**src/rtl/wb_pkg.sv**
```systemverilog
// wb_pkg -- shared types and defaults for the writeback arbiter.
//   wb_req_t      : one register-file write request (index + data)
//   WB_DEPTH      : default long-latency queue depth
//   WB_STARVE_MAX : default number of consecutive ALU wins tolerated
//   idx_onehot()  : register index -> one-hot mask, index 0 maps to no bit
package wb_pkg;

   localparam int WB_DEPTH      = 4;
   localparam int WB_STARVE_MAX = 7;

   typedef struct packed {
      logic [4:0]  index;
      logic [31:0] data;
   } wb_req_t;

   // Register 0 is hard-wired, so it never contributes a pending bit.
   function automatic logic [31:0] idx_onehot(input logic [4:0] idx);
      logic [31:0] m;
      m = 32'd0;
      if (idx != 5'd0) begin
         m[idx] = 1'b1;
      end else begin
         m = 32'd0;
      end
      return m;
   endfunction

endpackage

```
**src/rtl/wb_fifo.sv**
```systemverilog
// wb_fifo -- in-order queue of long-latency writeback requests.
// Ports:
//   clk, rst_n       : clock, asynchronous active-low reset
//   push_i/push_req_i: enqueue one request (ignored when full)
//   pop_i / head_o   : dequeue the oldest request (ignored when empty)
//   count_o          : occupancy, 0..DEPTH
//   full_o, empty_o  : occupancy flags
//   vld_o, idx_o     : per-slot occupancy and destination index
// A pushed entry is only visible at head_o from the next cycle, so a push
// into an empty queue can never be popped in the same cycle.
module wb_fifo
   import wb_pkg::*;
#(
   parameter int DEPTH = WB_DEPTH
) (
   input  logic                         clk,
   input  logic                         rst_n,
   input  logic                         push_i,
   input  wb_req_t                      push_req_i,
   input  logic                         pop_i,
   output wb_req_t                      head_o,
   output logic [$clog2(DEPTH+1)-1:0]   count_o,
   output logic                         full_o,
   output logic                         empty_o,
   output logic [DEPTH-1:0]             vld_o,
   output logic [DEPTH-1:0][4:0]        idx_o
);

   localparam int PW = $clog2(DEPTH);
   localparam int CW = $clog2(DEPTH+1);
   localparam logic [CW-1:0] FULL_CNT = CW'(DEPTH);

   wb_req_t           mem_q [DEPTH];
   logic [PW-1:0]     wptr_q, wptr_d;
   logic [PW-1:0]     rptr_q, rptr_d;
   logic [CW-1:0]     count_q, count_d;
   logic [DEPTH-1:0]  vld_q, vld_d;
   logic              do_push_s, do_pop_s;

   assign full_o    = (count_q == FULL_CNT);
   assign empty_o   = (count_q == {CW{1'b0}});
   assign do_push_s = push_i && !full_o;
   assign do_pop_s  = pop_i && !empty_o;
   assign head_o    = mem_q[rptr_q];
   assign count_o   = count_q;
   assign vld_o     = vld_q;

   // Expose each slot's destination index for the pending mask.
   always_comb begin
      for (int i = 0; i < DEPTH; i++) begin
         idx_o[i] = mem_q[i].index;
      end
   end

   // Next pointer, occupancy and slot-valid state.
   always_comb begin
      wptr_d  = wptr_q;
      rptr_d  = rptr_q;
      count_d = count_q;
      vld_d   = vld_q;
      // Pointers wrap naturally because DEPTH is a power of two.
      if (do_pop_s) begin
         rptr_d        = rptr_q + 1'b1;
         vld_d[rptr_q] = 1'b0;
      end else begin
         rptr_d = rptr_q;
      end
      if (do_push_s) begin
         wptr_d        = wptr_q + 1'b1;
         vld_d[wptr_q] = 1'b1;
      end else begin
         wptr_d = wptr_q;
      end
      case ({do_push_s, do_pop_s})
         2'b10:   count_d = count_q + 1'b1;
         2'b01:   count_d = count_q - 1'b1;
         default: count_d = count_q;
      endcase
   end

   // Queue state registers; storage is cleared so no stale data survives reset.
   always_ff @(posedge clk or negedge rst_n) begin
      if (!rst_n) begin
         wptr_q  <= {PW{1'b0}};
         rptr_q  <= {PW{1'b0}};
         count_q <= {CW{1'b0}};
         vld_q   <= {DEPTH{1'b0}};
         for (int i = 0; i < DEPTH; i++) begin
            mem_q[i] <= '{index: 5'd0, data: 32'd0};
         end
      end else begin
         wptr_q  <= wptr_d;
         rptr_q  <= rptr_d;
         count_q <= count_d;
         vld_q   <= vld_d;
         if (do_push_s) begin
            mem_q[wptr_q] <= push_req_i;
         end
      end
   end

endmodule

```
**src/rtl/writeback_arbiter.sv**
```systemverilog
// writeback_arbiter -- merges single-cycle ALU results and queued
// long-latency results onto one register-file write port.
// Ports:
//   clk, reset                      : clock, asynchronous active-low reset
//   alu_valid/alu_index/alu_data    : ALU result; held upstream while alu_stall
//   alu_stall                       : ALU refused this cycle
//   lng_valid/lng_ready/lng_index/lng_data : long-latency valid/ready push
//   write_enable/write_index3/write_data3  : registered register-file write
//   pending_mask                    : bit i set while register i is queued
//   fifo_count                      : queue occupancy
//   fwd_index/fwd_hit/fwd_data      : write-port forwarding, only when the
//                                     WB_FWD_EN macro is defined
// ALU has priority unless it has starved a non-empty queue for STARVE_MAX
// consecutive cycles. Index 0 requests are dropped.
module writeback_arbiter
   import wb_pkg::*;
#(
   parameter int DEPTH      = WB_DEPTH,
   parameter int STARVE_MAX = WB_STARVE_MAX
) (
   input  logic                         clk,
   input  logic                         reset,
   input  logic                         alu_valid,
   input  logic [4:0]                   alu_index,
   input  logic [31:0]                  alu_data,
   output logic                         alu_stall,
   input  logic                         lng_valid,
   output logic                         lng_ready,
   input  logic [4:0]                   lng_index,
   input  logic [31:0]                  lng_data,
   output logic                         write_enable,
   output logic [4:0]                   write_index3,
   output logic [31:0]                  write_data3,
`ifdef WB_FWD_EN
   input  logic [4:0]                   fwd_index,
   output logic                         fwd_hit,
   output logic [31:0]                  fwd_data,
`endif
   output logic [31:0]                  pending_mask,
   output logic [$clog2(DEPTH+1)-1:0]   fifo_count
);

   localparam int SW = $clog2(STARVE_MAX+1);
   localparam logic [SW-1:0] STARVE_LIM = SW'(STARVE_MAX);

   logic                     live_q;
   logic [SW-1:0]            starve_q, starve_d;
   logic                     we_q, we_d;
   logic [4:0]               widx_q, widx_d;
   logic [31:0]              wdata_q, wdata_d;

   wb_req_t                  head_s, push_req_s;
   logic                     full_s, empty_s;
   logic                     push_s, pop_s, alu_req_s, alu_win_s;
   logic                     stall_s;
   logic [DEPTH-1:0]         vld_s;
   logic [DEPTH-1:0][4:0]    idx_s;
   logic [31:0]              pend_s;

   // live_q stays low until the first edge after reset: the port is closed
   // for that cycle so nothing is written or pushed on that edge.
   assign stall_s    = reset && (!live_q || ((starve_q == STARVE_LIM) && !empty_s));
   assign alu_stall  = stall_s;
   assign lng_ready  = live_q && !full_s;
   assign alu_req_s  = alu_valid && (alu_index != 5'd0);
   assign alu_win_s  = alu_req_s && !stall_s;
   assign pop_s      = live_q && !empty_s && (stall_s || !alu_req_s);
   assign push_s     = lng_valid && lng_ready && (lng_index != 5'd0);
   assign push_req_s = '{index: lng_index, data: lng_data};

   wb_fifo #(.DEPTH(DEPTH)) u_fifo (
      .clk        (clk),
      .rst_n      (reset),
      .push_i     (push_s),
      .push_req_i (push_req_s),
      .pop_i      (pop_s),
      .head_o     (head_s),
      .count_o    (fifo_count),
      .full_o     (full_s),
      .empty_o    (empty_s),
      .vld_o      (vld_s),
      .idx_o      (idx_s)
   );

   // Pending mask: OR of the one-hot destinations of every occupied slot.
   always_comb begin
      pend_s = 32'd0;
      for (int i = 0; i < DEPTH; i++) begin
         if (vld_s[i]) begin
            pend_s = pend_s | idx_onehot(idx_s[i]);
         end else begin
            pend_s = pend_s;
         end
      end
   end
   assign pending_mask = pend_s;

   // Winner selection and starvation tracking.
   always_comb begin
      we_d     = 1'b0;
      widx_d   = widx_q;
      wdata_d  = wdata_q;
      starve_d = starve_q;
      if (pop_s) begin
         we_d     = 1'b1;
         widx_d   = head_s.index;
         wdata_d  = head_s.data;
         starve_d = {SW{1'b0}};
      end else if (alu_win_s) begin
         we_d    = 1'b1;
         widx_d  = alu_index;
         wdata_d = alu_data;
         // Saturation is unnecessary: reaching STARVE_LIM forces a pop.
         if (empty_s) begin
            starve_d = {SW{1'b0}};
         end else begin
            starve_d = starve_q + 1'b1;
         end
      end else begin
         we_d     = 1'b0;
         starve_d = {SW{1'b0}};
      end
   end

   // Registered write port and arbitration state.
   always_ff @(posedge clk or negedge reset) begin
      if (!reset) begin
         live_q   <= 1'b0;
         starve_q <= {SW{1'b0}};
         we_q     <= 1'b0;
         widx_q   <= 5'd0;
         wdata_q  <= 32'd0;
      end else begin
         live_q   <= 1'b1;
         starve_q <= starve_d;
         we_q     <= we_d;
         widx_q   <= widx_d;
         wdata_q  <= wdata_d;
      end
   end

   assign write_enable = we_q;
   assign write_index3 = widx_q;
   assign write_data3  = wdata_q;

`ifdef WB_FWD_EN
   assign fwd_hit  = we_q && (widx_q == fwd_index) && (fwd_index != 5'd0);
   assign fwd_data = fwd_hit ? wdata_q : 32'd0;
`endif

endmodule

```
**config.mk**
```make
export PLATFORM = sky130hd
export DESIGN_NAME = writeback_arbiter
export DESIGN_NICKNAME = d
export VERILOG_FILES = /design/src/rtl/wb_pkg.sv /design/src/rtl/wb_fifo.sv /design/src/rtl/writeback_arbiter.sv
export SDC_FILE = /design/constraint.sdc
export NUM_CORES = 1
export LEC_CHECK = 0
export BUFFER_PORTS_ARGS = -buffer_cell sky130_fd_sc_hd__buf_2
export CORE_MARGIN = 2
export CORE_UTILIZATION = 59
export CTS_BUF_LIST = sky130_fd_sc_hd__clkbuf_8
export DETAILED_ROUTE_END_ITERATION = 10
export PLACE_DENSITY = 0.82
export SLEW_MARGIN = 20
export SYNTH_ARGS = -nofsm -noshare
export SYNTH_HDL_FRONTEND = slang
export SYNTH_SLANG_ARGS = --single-unit
```
**constraint.sdc**
```tcl
create_clock -name clk -period 3.3 [get_ports clk]
set_input_delay 0 -clock clk [delete_from_list [all_inputs] [get_ports clk]]
set_output_delay 0 -clock clk [all_outputs]
set_load 0.03 [all_outputs]
```
# Word-level counts from Yosys, hierarchy flattened
# Index checks and enable logic that the tools add are counted.
[totals]
register_bits = 201
latch_bits = 0
mem_bits_rw = 0
romBits = 0
memories = 0
[op_classes]
n_addsub = 5
n_mul = 0
div_mod_pow = 0
order_cmp = 15
n_eq_ne = 4
shift = 0
n_mux = 41
bitwise = 8
n_reduce_logical = 34
[ops]
columns = ["op", "count"]
rows = [
  ["$mux W32", 13],
  ["$bwmux W148", 1],
  ["$mux W37", 3],
  ["$or A32 B32 Y32", 3],
  ["$bmux W37 S2", 1],
  ["$demux W37 S2", 1],
  ["$reduce_bool A5 Y1", 6],
  ["$lt A5 B6 Y1 const B", 4],
  ["$demux W1 S5", 4],
  ["$ge A5 B1 Y1 const B", 4],
  ["$logic_and A1 B1 Y1", 18],
  ["$mux W5", 2],
  ["$mux W3", 3],
  ["$mux W1", 8],
  ["$mux W4", 2],
  ["$add A3 B1 Y3 const B", 2],
  ["$eq A3 B3 Y1 const B", 2],
  ["$ge A3 B3 Y1 const B", 2],
  ["$lt A2 B3 Y1 const B", 2],
  ["$not A2 Y3", 2],
  ["$pmux W3 S2", 1],
  ["$logic_not A1 Y1", 5],
  ["$add A2 B1 Y2 const B", 2],
  ["$and A4 B4 Y4", 1],
  ["other kinds (11)", 15],
]

# Depth between registers and ports, before layout
[depth]
depth_word = 12
mapped_depth = 12
ltp_nobuf = 12

# Hierarchy
# From an unflattened synthesis, not the netlist that was laid out.
[unflattened]
hier_cells = 729
area_unflattened_um2 = 10312.4
[modules_own_cells]
columns = ["mod", "instances", "cells_each", "area_each_um2", "seq_area_each_um2"]
rows = [
  ["wb_fifo", 1, 436, 7195.7, 3978.8],
  ["writeback_arbiter", 1, 293, 3116.7, 1051.0],
]

# Least setup slack after synthesis
# OpenSTA, ideal clock, no wires.
[synth_timing]
path_kind = "flip-flop to flip-flop"
start = "register u_fifo.count_q[0] (netlist: u_fifo.count_o[0])"
end = "register u_fifo.count_q[2] (netlist: u_fifo.count_o[2])"
setup_ns = 0.081
arrival_time_ns = 2.575
setup_slack_ns = 0.645
path_stages_with_launch = 10
synth_period_minus_slack_ns = 2.655
cell_sequence = "dfrtp_1 > or3b_2 > and2_1 > o211ai_1 > ha_1 > inv_1 > fa_1 > xor2_1 > nor2_1 > xor2_1"
[synth_via]
elab_cells_between_ends = 21
[synth_lines]
columns = ["item", "line_no", "source"]
rows = [
  ["start: declaration", "wb_fifo.sv:36", "logic [CW-1:0] count_q, count_d;"],
  ["start signal: assignment", "wb_fifo.sv:86", "count_q <= {CW{1'b0}};"],
  ["start signal: assignment", "wb_fifo.sv:94", "count_q <= count_d;"],
  ["$eq A3 B3 Y1 *", "wb_fifo.sv:40", "assign full_o = (count_q == FULL_CNT);"],
  ["$logic_not A1 Y1 *", "writeback_arbiter.sv:64", "assign lng_ready = live_q && !full_s;"],
  ["$logic_and A1 B1 Y1 *", "writeback_arbiter.sv:64", ""],
  ["named net lng_ready", "writeback_arbiter.sv:28", "output logic lng_ready,"],
  ["$logic_and A1 B1 Y1 * (2 in a row)", "writeback_arbiter.sv:68", "assign push_s = lng_valid && lng_ready && (lng_index != 5'd0);"],
  ["$logic_and A1 B1 Y1 *", "wb_fifo.sv:42", "assign do_push_s = push_i && !full_o;"],
  ["$eq A2 B1 Y1 or $eq A2 B2 Y1 (tied branches)", "wb_fifo.sv:74", "case ({do_push_s, do_pop_s})"],
  ["$pmux W3 S2 or $reduce_bool A2 Y1 (tied branches)", "n/a", ""],
]
# Mark *: on every way through the listed nets, which the timed path passes. The rest lies on a longest branch.
# A chain may end at the register's enable or synchronous reset.

# Worst setup path after layout
[layout_timing]
start = "register u_fifo.count_q[0] (netlist: u_fifo.count_o[0])"
end = "register u_fifo.count_q[2] (netlist: u_fifo.count_o[2])"
[layout_via]
elab_chain_len = 10
elab_cells_between_ends = 21
[layout_lines]
columns = ["item", "line_no", "source"]
rows = [
  ["$logic_not A3 Y1", "wb_fifo.sv:41", "assign empty_o = (count_q == {CW{1'b0}});"],
  ["$logic_not A1 Y1", "wb_fifo.sv:43, writeback_arbiter.sv:62, writeback_arbiter.sv:67", ""],
  ["$logic_and A1 B1 Y1", "writeback_arbiter.sv:62", "assign stall_s = reset && (!live_q || ((starve_q == STARVE_LIM) && !empty_s));"],
  ["$logic_or A1 B1 Y1", "writeback_arbiter.sv:62", ""],
  ["$logic_and A1 B1 Y1", "writeback_arbiter.sv:62", ""],
  ["$logic_or A1 B1 Y1", "writeback_arbiter.sv:67", "assign pop_s = live_q && !empty_s && (stall_s || !alu_req_s);"],
  ["$logic_and A1 B1 Y1", "writeback_arbiter.sv:67", ""],
  ["$logic_and A1 B1 Y1", "wb_fifo.sv:43", "assign do_pop_s = pop_i && !empty_o;"],
  ["$eq A2 B1 Y1 or $eq A2 B2 Y1 (tied branches)", "wb_fifo.sv:74", ""],
  ["$pmux W3 S2 or $reduce_bool A2 Y1 (tied branches)", "n/a", ""],
]
# Several ways; a longest one is shown, not always the timed one.

==> results.py <==
metrics = {
    "drt": {
        "top_layer": "met4",
        "ant_nets": 0,
        "drc": 0,
        "m1WireLength_um": 11230,
        "met2_length_um": 13460,
        "wl_met3_um": 1860,
        "wl_per_cell_um": 22.85,
        "drt-pass1-iter-count": 5,
        "wirelength_um": 27240,
        "dr_total_vias": 7332,
        "drt_iter0_drc": 573,
        "viasPerCell": 6.151,
    },
    "worst_setup_path": {
        "r2r-start": "u_fifo.count_o[0]$_DFFE_PN0P_",
        "crit_required_ps": 3730,
        "ff2ff_setup_slack_ps": 730,
        "cp-start-kind": "flip-flop",
        "r2r-end": "u_fifo.count_o[2]$_DFFE_PN0P_",
        "arrival_ps": 3000,
        "crit_fanout": 6,
        "crit_end": "u_fifo.count_o[2]$_DFFE_PN0P_",
        "rr_worst_depth": 9,
        "crit_type": "reg -> reg",
        "end_kind": "flip-flop",
        "crit_path_start": "u_fifo.count_o[0]$_DFFE_PN0P_",
    },
    "pwr": {
        "p_int_mw": 8.029,
        "power.density_mw_per_mm2": 1005,
        "p_switching_mw": 4.810,
        "p_leak_nw": 5.771,
        "p_comb_share_pct": 44.5,
        "swShare_pct": 37.47,
        "seqPwrFrac_pct": 37.4,
        "clkPwrFrac_pct": 18.1,
        "worst_ir_drop_vdd_mv": 0.6712,
    },
    "timing": {
        "drv_slew": 0,
        "setup-violations-final": 0,
        "max_freq_mhz": 389.8,
        "setup-tns-final_ps": 0,
        "clock_skew_ps": 21.30,
        "hold_viol": 0,
        "period_share_pct": 77.73,
        "rsz0062_at_grt": "false",
        "fin_crit_ps": 2565,
        "slew_headroom_pct": 34.04,
        "worst_pin_slew_ps": 989.5,
    },
    "clocking": {
        "clkSinkCount": 201,
        "clkTransAtPathRegs_ps": 60,
        "cts_resized": 0,
        "cts_tree": "yes",
        "clock_latency_ps": 530,
        "clk_root_buffer_cell": "clkbuf_8",
        "postCtsSetupRepairBufs": 0,
        "cts_buffer_depth": 3,
        "ctsHoldBuffers": 78,
        "htree_levels": 2,
        "numCtsBuffers": 35,
    },
    "place": {
        "place.gp.congestion": 0.9271,
        "hpwlAfterDp_um": 16960,
        "portBuffers": 151,
    },
    "logic_synthesis": {
        "yosys_warnings": 0,
        "synth_ff_type": "dfrtp_1",
        "ys_seq_area_share_pct": 48.49,
        "syn_area_mm2": 0.01037,
        "netlist_instances": 711,
        "syn_nets": 801,
        "avgSynthCellArea_um2": 14.59,
        "ys_seq_elements": 201,
        "ys_types": 43,
        "ys_async_sr_fraction_pct": 100.0,
        "synth_edf_count": 0,
    },
    "die": {
        "ios": 153,
        "initial_core_util_pct": 60.18,
        "dieHeight_um": 136.6,
        "fp.dieW_um": 136.6,
        "fp.dieArea_mm2": 0.01866,
        "core_area_mm2": 0.01724,
        "placementRows": 48,
    },
    "grt": {
        "antenna_found_initial": 1,
        "grt_pass1_wl_um": 42970,
        "grt_usage_pct": 29.98,
        "grt.overflow.total": 0,
        "grt_max_degree": 91,
        "grt_pass1_vias": 7879,
    },
    "final_layout": {
        "fill_cells": 1041,
        "layout.nets": 1031,
        "fin_util_pct": 74.14,
        "drive_gt1_share_pct": 50.83,
        "areaGrowthSynthToFinish_pct": 23.19,
    },
    "status": {
        "status": "completed",
    },
    "hold_path": {
        "hold_class": "in -> async",
    },
    "flow_run": {
        "maxCapViolCount": 0,
    },
}
==> cell usage after synthesis, types with 6 or more instances <==
library cell  instances  area [um^2]
buf_6                17        191.4
mux2_4               76         1141
mux2_2              143         1610
nand3b_1             10        75.07
buf_2                10        50.05
inv_1                 8        30.03
mux4_2               37        833.3
nor2_1               18        67.56
nor3b_1               8        60.06
a22oi_1               9        67.56
and3_1                6        37.54
or3b_2                7        61.31
nand3_1               8        40.04
nand2_1              23        86.33
o211ai_1              8        60.06
o22ai_1              15        93.84
a221o_1              15        150.1
dfrtp_1             201         5030
a21oi_1               6        30.03
ha_1                 11        137.6
o221ai_1              9        78.83
clkbuf_1             21        78.83
==> layout by cell type (no fill, tap or decap), drive strengths merged, types with 3 or more instances in the layout <==
master	instances
clkbuf	46
xnor2	3
inv	21
a21o	4
nand3b	10
mux4	37
o221ai	9
dfrtp	201
o22ai	15
ha	11
nand2	23
and3	6
or3b	7
dlygate4sd3	77
o21ai	3
a21oi	6
buf	166
and3b	4
o211ai	9
a221o	15
nand3	8
or3	3
a22oi	9
mux2	224
nor2	22
nor3b	8
==> flip-flops by register name (all words and copies together), names as in the netlist <==
signal,count
live_q,1
write_enable,1
write_index3,5
u_fifo.vld_o,4
u_fifo.wptr_q,2
write_data3,32
u_fifo.idx_o,20
u_fifo.rptr_q,2
u_fifo.count_o,3
starve_q,3
u_fifo.mem_q,128
==> stage by stage <==
step	instances	area, um^2	power (mW)	hold slack, ps	setup slack, ps
after CTS	1191	12770	12.78	17.43	725.7
after detailed placement	1051	11260	10.31	-79.14	756.0
after floorplan	711	10370	8.833	-295.6	644.8
after global placement	1051	11260	10.06	-84.60	848.7
final	1192	12780	12.84	39.13	734.9
after global routing	1192	12780	13.47	67.39	592.0
==> kinds of logic after synthesis <==
logic type / Yosys count / share of synthesized area [%]
compound gates: 73 / 5.500
xor+xnor: 5 / 0.4222
fa+ha+maj: 12 / 1.520
buf+inv: 59 / 3.558
flops: 201 / 48.49
mux: 261 / 35.10
other cells: 2 / 0.07239
simple gates: 98 / 5.343
==> cell type report <==
| type | count | area, um^2 | share of cell area (%) |
|---|---|---|---|
| clock inverter | 17 | 101.3 | 0.7930 |
| tap | 225 | 281.5 | 2.203 |
| inverter | 8 | 30.03 | 0.2350 |
| antenna | 1 | 2.502 | 0.01958 |
| sequential | 201 | 5032 | 39.38 |
| timing repair buffer | 244 | 1709 | 13.37 |
| clock buffer | 45 | 619.3 | 4.846 |
| multi-input combinational | 451 | 5004 | 39.15 |
==> how the worst min path moves through the flow <==
| stage | startpoint | to | slack [ps] |
|---|---|---|---|
| after floorplan | reset | live_q$_DFF_PN0_ | -300 |
| after global placement | reset | u_fifo.mem_q[104]$_DFFE_PN0P_ | -80 |
| after detailed placement | reset | u_fifo.mem_q[104]$_DFFE_PN0P_ | -80 |
| after CTS | reset | u_fifo.idx_o[14]$_DFFE_PN0P_ | 20 |
| after global routing | reset | u_fifo.idx_o[12]$_DFFE_PN0P_ | 70 |
| final | reset | u_fifo.idx_o[14]$_DFFE_PN0P_ | 40 |
==> worst max-delay path, stage by stage, from the launching register on <==
cell and delay [ps]:
dfrtp_1 440, or3b_2 550, and2_1 200, o211ai_1 190, ha_1 260, inv_1 60
fa_1 370, xor2_1 150, nor2_1 110, xor2_1 160
==> per-layer routing <==
metal	GRT usage [%]	vias to the layer above
met5	0	-
met4	10.13	0
met3	5.889	71
met2	49.11	333
met1	40.36	3798
li1	-	3130
==> power groups by stage <==
stage / clock network [mW] / logic (mW) / registers [mW]
after floorplan: 0 / 4.12 / 4.72
after global placement: 0 / 5.43 / 4.63
after detailed placement: 0 / 5.56 / 4.76
after CTS: 2.36 / 5.68 / 4.74
after global routing: 2.48 / 6.07 / 4.92
final: 2.32 / 5.72 / 4.80
No activity file was read; power rests on OpenSTA's default activity.
